### config.mk
export PLATFORM = sky130hd
export DESIGN_NAME = alu_ctrl_flat
export DESIGN_NICKNAME = d
export VERILOG_FILES = /design/src/rtl/alu_ctrl_if.sv /design/src/rtl/alu_ctrl.sv /design/src/flat_wrapper.sv
export SDC_FILE = /design/constraint.sdc
export NUM_CORES = 1
export LEC_CHECK = 0
export ABC_AREA = 1
export BUFFER_PORTS_ARGS = -buffer_cell sky130_fd_sc_hd__buf_2
export CELL_PAD_IN_SITES_DETAIL_PLACEMENT = 0
export CELL_PAD_IN_SITES_GLOBAL_PLACEMENT = 1
export CORE_MARGIN = 2
export CORE_UTILIZATION = 39
export DETAILED_ROUTE_END_ITERATION = 10
export PLACE_DENSITY_LB_ADDON = 0.1
export SYNTH_ARGS = -nofsm -noshare
export SYNTH_HDL_FRONTEND = slang
export SYNTH_SLANG_ARGS = --single-unit
### constraint.sdc
create_clock -name clk -period 1.9 [get_ports clk]
set_input_delay 0.19 -clock clk [delete_from_list [all_inputs] [get_ports clk]]
set_output_delay 0.19 -clock clk [all_outputs]
set_load 0.01 [all_outputs]
### src/rtl/alu_ctrl_if.sv
// Request handshake bundle between a host and alu_ctrl.
// ALU_CTRL_IMM_EN adds the immediate operand fields.
interface alu_ctrl_if #(
`ifdef ALU_CTRL_IMM_EN
    parameter int unsigned DATA_W = 16,
`endif
    parameter int unsigned REG_AW = 4
);
    logic              req_valid;
    logic              req_ready;
    logic [7:0]        req_op;
    logic [REG_AW-1:0] req_rd;
    logic [REG_AW-1:0] req_rs;
    logic              req_wb;
`ifdef ALU_CTRL_IMM_EN
    logic [DATA_W-1:0] req_imm;
    logic              req_imm_sel;

    modport master (output req_valid, req_op, req_rd, req_rs, req_wb, req_imm, req_imm_sel,
                    input  req_ready);
    modport slave  (input  req_valid, req_op, req_rd, req_rs, req_wb, req_imm, req_imm_sel,
                    output req_ready);
`else
    modport master (output req_valid, req_op, req_rd, req_rs, req_wb,
                    input  req_ready);
    modport slave  (input  req_valid, req_op, req_rd, req_rs, req_wb,
                    output req_ready);
`endif
endinterface

### src/rtl/alu_ctrl.sv
// Register-file front end sequencing an external combinational ALU: IDLE/READ/EXEC/WB.
// Optional immediate operand on the B side when ALU_CTRL_IMM_EN is defined.
module alu_ctrl #(
    parameter int unsigned DATA_W = 16,
    parameter int unsigned REG_AW = 4
) (
    input  logic              clk,
    input  logic              reset_n,
    input  logic              ld_en,
    input  logic [REG_AW-1:0] ld_addr,
    input  logic [DATA_W-1:0] ld_data,
    alu_ctrl_if.slave         req,
    output logic [DATA_W-1:0] alu_a,
    output logic [DATA_W-1:0] alu_b,
    output logic [7:0]        alu_op,
    input  logic [DATA_W-1:0] alu_c,
    input  logic [4:0]        alu_flags,
    output logic [DATA_W-1:0] result,
    output logic [4:0]        flags_q,
    output logic              done,
    output logic              busy,
    input  logic [REG_AW-1:0] dbg_addr,
    output logic [DATA_W-1:0] dbg_data
);
    localparam int unsigned RF_DEPTH = 1 << REG_AW;
    localparam int unsigned OP_W     = 8;
    localparam int unsigned FLAG_W   = 5;

    typedef enum logic [1:0] {IDLE, READ, EXEC, WB} state_t;

    state_t            state;
    logic [DATA_W-1:0] rf [RF_DEPTH];
    logic [OP_W-1:0]   op_q;
    logic [REG_AW-1:0] rd_q;
    logic [REG_AW-1:0] rs_q;
    logic              wb_q;
    logic [DATA_W-1:0] src_b;
    logic              accept;
`ifdef ALU_CTRL_IMM_EN
    logic [DATA_W-1:0] imm_q;
    logic              imm_sel_q;

    assign src_b = imm_sel_q ? imm_q : rf[rs_q];
`else
    assign src_b = rf[rs_q];
`endif

    // A pending host load blocks acceptance so load always wins in IDLE.
    assign req.req_ready = (state == IDLE) && !ld_en;
    assign accept        = req.req_valid && req.req_ready;
    assign dbg_data      = rf[dbg_addr];

    always_ff @(posedge clk) begin
        if (!reset_n) begin
            state   <= IDLE;
            rf      <= '{default: '0};
            op_q    <= '0;
            rd_q    <= '0;
            rs_q    <= '0;
            wb_q    <= 1'b0;
            alu_a   <= '0;
            alu_b   <= '0;
            alu_op  <= '0;
            result  <= '0;
            flags_q <= FLAG_W'(0);
            done    <= 1'b0;
            busy    <= 1'b0;
`ifdef ALU_CTRL_IMM_EN
            imm_q     <= '0;
            imm_sel_q <= 1'b0;
`endif
        end else begin
            done <= 1'b0;
            case (state)
                IDLE: begin
                    if (ld_en) begin
                        rf[ld_addr] <= ld_data;
                    end
                    if (accept) begin
                        op_q  <= req.req_op;
                        rd_q  <= req.req_rd;
                        rs_q  <= req.req_rs;
                        wb_q  <= req.req_wb;
`ifdef ALU_CTRL_IMM_EN
                        imm_q     <= req.req_imm;
                        imm_sel_q <= req.req_imm_sel;
`endif
                        state <= READ;
                        busy  <= 1'b1;
                    end
                end
                READ: begin
                    alu_a  <= rf[rd_q];
                    alu_b  <= src_b;
                    alu_op <= op_q;
                    state  <= EXEC;
                end
                EXEC: begin
                    result  <= alu_c;
                    flags_q <= alu_flags;
                    if (wb_q) begin
                        rf[rd_q] <= alu_c;
                    end
                    done  <= 1'b1;
                    state <= WB;
                end
                WB: begin
                    state <= IDLE;
                    busy  <= 1'b0;
                end
                default: begin
                    state <= IDLE;
                    busy  <= 1'b0;
                end
            endcase
        end
    end
endmodule

### src/flat_wrapper.sv
// flat-port wrapper written by rule: the top's interface ports become plain ports
module alu_ctrl_flat 
#(
    parameter int unsigned DATA_W = 16,
    parameter int unsigned REG_AW = 4
)
  (clk, reset_n, ld_en, ld_addr, ld_data, alu_a, alu_b, alu_op, alu_c, alu_flags, result, flags_q, done, busy, dbg_addr, dbg_data, req_req_valid, req_req_op, req_req_rd, req_req_rs, req_req_wb, req_req_ready);
  alu_ctrl_if #(.REG_AW(REG_AW)) req_i ();
  input  logic clk;
  input  logic reset_n;
  input  logic ld_en;
  input  logic [REG_AW-1:0] ld_addr;
  input  logic [DATA_W-1:0] ld_data;
  output logic [DATA_W-1:0] alu_a;
  output logic [DATA_W-1:0] alu_b;
  output logic [7:0] alu_op;
  input  logic [DATA_W-1:0] alu_c;
  input  logic [4:0] alu_flags;
  output logic [DATA_W-1:0] result;
  output logic [4:0] flags_q;
  output logic done;
  output logic busy;
  input  logic [REG_AW-1:0] dbg_addr;
  output logic [DATA_W-1:0] dbg_data;
  input wire logic [$bits(req_i.req_valid)-1:0] req_req_valid;
  input wire logic [$bits(req_i.req_op)-1:0] req_req_op;
  input wire logic [$bits(req_i.req_rd)-1:0] req_req_rd;
  input wire logic [$bits(req_i.req_rs)-1:0] req_req_rs;
  input wire logic [$bits(req_i.req_wb)-1:0] req_req_wb;
  output wire logic [$bits(req_i.req_ready)-1:0] req_req_ready;
  assign req_i.req_valid = req_req_valid;
  assign req_i.req_op = req_req_op;
  assign req_i.req_rd = req_req_rd;
  assign req_i.req_rs = req_req_rs;
  assign req_i.req_wb = req_req_wb;
  assign req_req_ready = req_i.req_ready;
  alu_ctrl #(.DATA_W(DATA_W), .REG_AW(REG_AW)) u_core (.clk(clk), .reset_n(reset_n), .ld_en(ld_en), .ld_addr(ld_addr), .ld_data(ld_data), .req(req_i), .alu_a(alu_a), .alu_b(alu_b), .alu_op(alu_op), .alu_c(alu_c), .alu_flags(alu_flags), .result(result), .flags_q(flags_q), .done(done), .busy(busy), .dbg_addr(dbg_addr), .dbg_data(dbg_data));
endmodule
==> results of run 1 <==
-- critical path, cell delays in order, from the launching register on --
cell and delay, ns:
dfxtp_2 0.34, inv_1 0.05, a21oi_1 0.12, o21ai_0 0.11, o211ai_1 0.17, nand3_1 0.15
buf_6 0.17, nand2_4 0.06, buf_6 0.10
-- cell usage after synthesis --
cell | count | area (um^2)
buf_2 | 76 | 380
nor2_1 | 509 | 1910
o21bai_1 | 4 | 30.0
clkbuf_1 | 192 | 721
nand2_4 | 2 | 22.5
nand2_2 | 6 | 37.5
o22ai_1 | 260 | 1630
nor3_4 | 4 | 65.1
clkinv_1 | 2 | 7.51
nand3_4 | 1 | 17.5
a211oi_1 | 1 | 7.51
ha_1 | 4 | 50.1
o21a_1 | 16 | 120
inv_1 | 263 | 987
nand2_1 | 1074 | 4030
buf_1 | 27 | 101
a21oi_1 | 246 | 1230
o211ai_1 | 43 | 323
clkbuf_2 | 3 | 15.0
a221oi_1 | 1 | 8.76
nor2_2 | 5 | 31.3
dfxtp_1 | 338 | 6770
o21ai_0 | 331 | 1660
inv_2 | 13 | 48.8
nand3_1 | 306 | 1530
buf_6 | 2 | 22.5
buf_4 | 10 | 75.1
nand3_2 | 3 | 30.0
-- what timing repair did --
item / 4_1_cts / 5_1_grt
gates resized for setup: 115 / 126
cloned: 0 / 2
pin swaps: 42 / 57
setup endpoints to repair: 60 / 202
hold buffers: 20 / 0
setup buffers: 11 / 8
hold endpoints to repair: 20 / 0
-- cells by family (layout without fill, tap and decap cells) --
| group | count (synthesis) | in the layout |
|---|---|---|
| fa+ha+maj | 4 | 4 |
| simple gates | 1910 | 1910 |
| compound gates | 902 | 902 |
| flops | 338 | 338 |
| buf+inv | 588 | 787 |
-- power groups by stage --
stage | Combinational (mW) | Clock (mW) | Sequential [mW]
finish | 18.0 | 8.38 | 11.4
global route | 19.3 | 8.73 | 11.5
CTS | 17.1 | 8.45 | 11.2
detailed placement | 16.7 | 0 | 11.3
global placement | 16.6 | 0 | 11.3
floorplan | 9.21 | 0 | 10.8
-- path summary, 6_finish.rpt --
| path | cells after the start | endpoint | from | slack, ns |
|---|---|---|---|---|
| setup reg to reg | 9 | u_core.alu_b[10]$_SDFFE_PN0N_ | u_core.rs_q[1]$_SDFFE_PN0P_ | 0.01 |
| hold reg to reg | 2 | u_core.op_q[1]$_SDFFE_PN0P_ | u_core.op_q[1]$_SDFFE_PN0P_ | 0.46 |
| hold / removal | 3 | u_core.rs_q[0]$_SDFFE_PN0P_ | req_req_rs[0] | 0.05 |
| setup / recovery | 8 | dbg_data[14] | u_core.rf[110]$_SDFFE_PN0P_ | -0.19 |
-- state kept, by name (all words and copies together), names as in the netlist --
register	count
u_core.alu_a	16
u_core.alu_b	16
u_core.alu_op	8
u_core.busy	1
u_core.done	1
u_core.flags_q	5
u_core.op_q	8
u_core.rd_q	4
u_core.result	16
u_core.rf	256
u_core.rs_q	4
u_core.state	2
u_core.wb_q	1
-- routing by layer --
metal | global-route usage, % | wire [um] | vias to the layer above
met5 | 0 | 27 | -
met1 | 53.0 | 48400 | 12970
met4 | 25.4 | 8650 | 4
met3 | 9.33 | 13200 | 429
met2 | 61.9 | 51800 | 1656
li1 | - | - | 12634
-- through the flow --
stage	util [%]	setup slack, ns
finish	50.0	-0.188
global route	50.0	-0.229
CTS	49.3	-0.183
detailed placement	45.7	-0.0538
global placement	45.7	-0.0837
floorplan	-	0.0661
-- layout make-up --
class	instances	area, um^2
clock inverter	9	154
inverter	278	1060
tap	748	936
multi-input combinational	2816	13100
sequential	338	6870
fill	5734	27600
clock buffer	64	1210
timing repair buffer	436	4280
==> summary.md, run 1 <==
| Metric | Value |
|---|---|
| WHS | `a little over 0.05 ns` |
| CTS H-tree lvls | `2` |
| Hold Violations, Final | `0` |
| Slew headroom | `between 40% and 50%` |
| Post-Syn Nets | `around 3800` |
| TritonCTS Sinks | `approximately 340` |
| Design Area, Final | `27600 um^2` |
| Synth Area in Compound Gates | `between 20 and 25%` |
| Sw Share | `approximately 46%` |
| Internal power | `20.4 mW` |
| Fin Clk Skew | `slightly below 0.03 ns` |
| Die Height | `between 200 and 250 um` |
| Sw power | `around 17 mW` |
| Peak VDD IR | `0.000708 V` |
| RSZ-0062 raised after global routing | `yes` |
| Vias | `roughly 28000` |
| Final WS setup | `-0.188 ns` |
| Deepest clock path buffer count | `3` |
| Layout Area Growth over Synthesis | `26.2%` |
| Synthesized area | `approximately 22000 um^2` |
| Static Leak | `about 12 nW` |
| Largest family of logic cells by synthesized area | `simple AND/OR/NAND/NOR gates` |
| Most common cell after layout, fill and taps aside | `nand2_1` |
| First-pass GRT wire length | `approximately 170000 um` |
| Number of buffers inserted by port buffering | `~150` |
| # IOs | `around 150` |
| Yosys warning count | `0` |
| Tot GR Track Use | `41.0%` |
| Initial antenna violation count | `3` |
| Chip width | `241 um` |
| Dpl cell area | `~25000 um^2` |
| Pwr Total | `around 38 mW` |
| WP data arrival | `between 1.5 and 2 ns` |
| Unique masters post-synth | `28` |
| Initial Util | `39.6%` |
| Worst-margin pin slew | `roughly 0.85 ns` |
| Critical path peak fanout | `3` |
| Synth Area in Simple Gates | `between 30% and 40%` |
| Critical path required time | `~1.7 ns` |
| Routed WL | `122000 um` |
| Drc violations | `0` |
| Violated checks | `setup timing` |
| Nets | `roughly 4000` |
| Total Neg Setup Slack | `-0.920 ns` |
| Total grt overflow | `0` |
| Reg power frac | `30.1%` |
| Worst-Skew Late Latency | `approximately 0.6 ns` |
| Mean routed wirelength per cell | `26.0 um` |
| Core ar. | `55200 um^2` |
| Power Density | `between 1000 and 1500 nW/um^2` |
| Crit Path Category | `reg -> out` |
| Post-synthesis xor/xnor area fraction | `0%` |
| Max Cap Viol | `0` |
| Mean Syn Cell Area | `slightly below 6 um^2` |
| Vias in the first global route | `~25000` |
| Period utilization | `110%` |
| Layout cells sized above 1 | `~17%` |
| DRT antenna net count | `0` |
| CTS tree | `done` |
| Iter 0 DRT Violations | `around 3600` |
| Post-Synth Adder-Cell Area | `less than 1%` |
| Critical Path Start Type | `flip-flop` |
| Seq/Total Area, Yosys | `a little under a third` |
| CTS buffer count | `between 40 and 50` |
| Routed vias/inst | `5.91` |
| Gate Count Post-Synth | `3742` |
| DR pass1 iterations | `6` |
| Die Footprint | `roughly 58000 um^2` |
| Max frequency | `~480 MHz` |
| Worst Hold Class | `in -> reg` |
| Clock power share | `approximately 22%` |
| Share of total power in combinational logic | `a little under half` |
| Pins over their slew limit | `0` |
| Standard-cell row count | `86` |
| Final setup fails | `14` |
| GPL Wtd Cong | `around 0.98` |
| Yosys reg bits | `roughly 340` |
| Crit end category | `primary output` |
| Status | `complete, but fails checks` |
| Non-Filler Instances | `approximately 4700` |
| DP Cell Count | `4576` |
| DPL Wire Length | `81900 um` |
| Largest net degree at the start of global routing | `76` |
| Minimum clock period | `2.09 ns` |
| Clock slew at reported path FFs | `~0.060 ns` |
| Antenna cell count | `0` |
| Most frequent cells in the layout | `nand2_1, nor2_1, o21ai_0, nand3_1, dfxtp_1` |
| Mux share of post-synthesis cell area | `0%` |
| Clk root buf | `clkbuf_16` |
No activity file was read; power rests on OpenSTA's default activity.
==> inputs of run 2 (changes only) <==
Settings changed: CORE_UTILIZATION 39 to 30.
==> run 2 against run 1 <==
Compared with the run above: the flow still finishes with violations (setup timing); count of clock-buffer cells in the layout is the same; via count about the same; clock power rose by 13%; final area up 4.4%.
==> summary.md, run 2 (synthesized netlist as in run 1, its figures left out) <==
| Metric | Value |
|---|---|
| Worst Hold Class | `in -> reg` |
| DRT antenna net count | `0 (unchanged)` |
| Crit Path Category | `reg -> out` |
| Max frequency | `487 MHz (+1.7%)` |
| Power Density | `1380 nW/um^2 (+0.56%)` |
| CTS tree | `done` |
| Clock slew at reported path FFs | `0.06 ns (about the same)` |
| Reg-to-reg startpoint | `u_core.state[0]$_SDFFE_PN0P_` |
| Mean routed wirelength per cell | `25.5 um (-1.9%)` |
| Initial Util | `30.4% (-9.2 points)` |
| Chip width | `274 um (+14%)` |
| WP data arrival | `1.86 ns (-0.04 ns)` |
| Peak VDD IR | `0.000728 V (+2.7%)` |
| Crit. Startpoint | `u_core.rf[62]$_SDFFE_PN0P_` |
| Min-Delay Startpoint | `reset_n` |
| RSZ-0062 raised after global routing | `yes` |
| WHS | `0.0327 ns (-0.0182 ns)` |
| Minimum clock period | `2.05 ns (-0.0350 ns)` |
| Crit end category | `primary output` |
| Max reg flops | `256 (unchanged)` |
| Max Cap Viol | `0 (unchanged)` |
| Dpl cell area | `25900 um^2 (+2.6%)` |
| Deepest clock path buffer count | `3 (unchanged)` |
| Hold Violations, Final | `0 (unchanged)` |
| # IOs | `146 (unchanged)` |
| Tot GR Track Use | `32.6% (-8.4 points)` |
| Most common cell after layout, fill and taps aside | `nand2_1` |
| Layout Area Growth over Synthesis | `31.8%` |
| Vias in the first global route | `25750 (+1.2%)` |
| First-pass GRT wire length | `180000 um (+3.6%)` |
| Worst-Skew Late Latency | `0.62 ns (about the same)` |
| Final Core Density | `40.1% (-9.9 points)` |
| Final WS setup | `-0.153 ns (+0.0350 ns)` |
| Status | `complete, but fails checks` |
| Design Area, Final | `28800 um^2 (+4.4%)` |
| Total grt overflow | `0 (unchanged)` |
| Post-place setup slack | `-0.212 ns (-0.158 ns)` |
| Pins over their slew limit | `0 (unchanged)` |
| Most frequent cells in the layout | `nand2_1, nor2_1, nand3_1, o21ai_0, dfxtp_1` |
| Final setup fails | `7 (-7)` |
| CTS H-tree lvls | `2 (unchanged)` |
| Iter 0 DRT Violations | `3453 (-3.5%)` |
| DR pass1 iterations | `8 (+2)` |
| TritonCTS Sinks | `338 (unchanged)` |
| Clk root buf | `clkbuf_16` |
| Largest net degree at the start of global routing | `67 (-12%)` |
| Static Leak | `12.6 nW (+3.9%)` |
| Nets | `4042 (+1.5%)` |
| Violated checks | `setup timing` |
| Slew headroom | `62.9% (+19 points)` |
| GPL Wtd Cong | `0.930 (-5.2%)` |
| Period utilization | `108% (-1.8 points)` |
| Vias | `27667 (-0.094%)` |
| Most flops, register | `u_core.rf` |
| CTS buffer count | `46 (+7.0%)` |
| Critical Path Start Type | `flip-flop` |
| Fin Clk Skew | `0.0423 ns (+0.0132 ns)` |
| Routed vias/inst | `5.58 (-5.5%)` |
| Layout cells sized above 1 | `19.9% (+3.1 points)` |
| DPL Wire Length | `86000 um (+4.9%)` |
| Critical path peak fanout | `2 (-1)` |
| Core ar. | `71900 um^2 (+30%)` |
| Standard-cell row count | `98 (+14%)` |
| Number of buffers inserted by port buffering | `145 (unchanged)` |
| Routed WL | `127000 um (+3.8%)` |
| Antenna cell count | `0 (unchanged)` |
| Initial antenna violation count | `2 (-1)` |
| Die Footprint | `75000 um^2 (+29%)` |
| Critical path required time | `1.71 ns (about the same)` |
| Die Height | `274 um (+14%)` |
| Total Neg Setup Slack | `-0.513 ns (+0.406 ns)` |
| Drc violations | `0 (unchanged)` |
| Worst-margin pin slew | `0.555 ns (-0.290 ns)` |
-- run 2: cell count changes in the layout (fill, tap and decap cells not counted), sizes merged --
cell	change
buf	+52
bufinv	+2
clkbuf	+2
clkinv	+9
clkinvlp	+4
dlygate4sd3	+2
inv	-4
-- run 2: final cells by class --
class / instances / area, um^2
Fill cell: 7852 / 43000
Multi-Input combinational cell: 2816 / 13200
Sequential cell: 338 / 6870
Timing Repair Buffer: 492 / 4810
Clock buffer: 64 / 1360
Tap cell: 950 / 1190
Inverter: 278 / 1080
Clock inverter: 20 / 256
-- run 2: layer usage --
metal | share of wire, % | up-vias | routed length [um] | track usage, %
li1 | - | 12770 | - | -
met1 | 42 | 13093 | 53300 | 44.0
met2 | 44 | 1493 | 55700 | 50.8
met3 | 8.0 | 311 | 10100 | 4.19
met4 | 6.0 | 0 | 7550 | 17.0
met5 | 0 | - | 0 | 0
-- run 2: path summary, 6_finish.rpt --
path,to,slack (ns),depth (start not counted)
max,dbg_data[14],-0.15,7
min,u_core.rf[98]$_SDFFE_PN0P_,0.03,3
min reg2reg,u_core.op_q[7]$_SDFFE_PN0P_,0.46,2
max reg2reg,u_core.rf[25]$_SDFFE_PN0P_,0.04,10
-- run 2: worst max-delay path, stage by stage (launching register included) --
cell	delay (ns)
dfxtp_2	0.33
inv_2	0.04
nor2_2	0.09
a21oi_2	0.04
o211ai_1	0.30
nand3_2	0.20
nand2_4	0.14
buf_6	0.11
-- run 2: power by group --
| group | total, mW | internal, mW | switching [mW] |
|---|---|---|---|
| combinational | 18.9 | 6.62 | 12.3 |
| clock | 9.49 | 5.67 | 3.81 |
| sequential | 11.3 | 9.44 | 1.85 |
-- run 2: metrics by stage --
step                total power [mW]  instances
CTS                             38.6       4943
global placement                28.6       4824
detailed placement              28.7       4824
global route                    41.7       4958
finish                          39.6       4958
floorplan                       20.1       3742
-- run 2: repair_timing --
action,4_1_cts,5_1_grt
endpoints found under the setup margin,108,264
buffers inserted,14,15
pin swaps,40,74
gates cloned,0,4
resized for setup,134,198
endpoints found under the hold margin,22,0
hold buffers,22,0
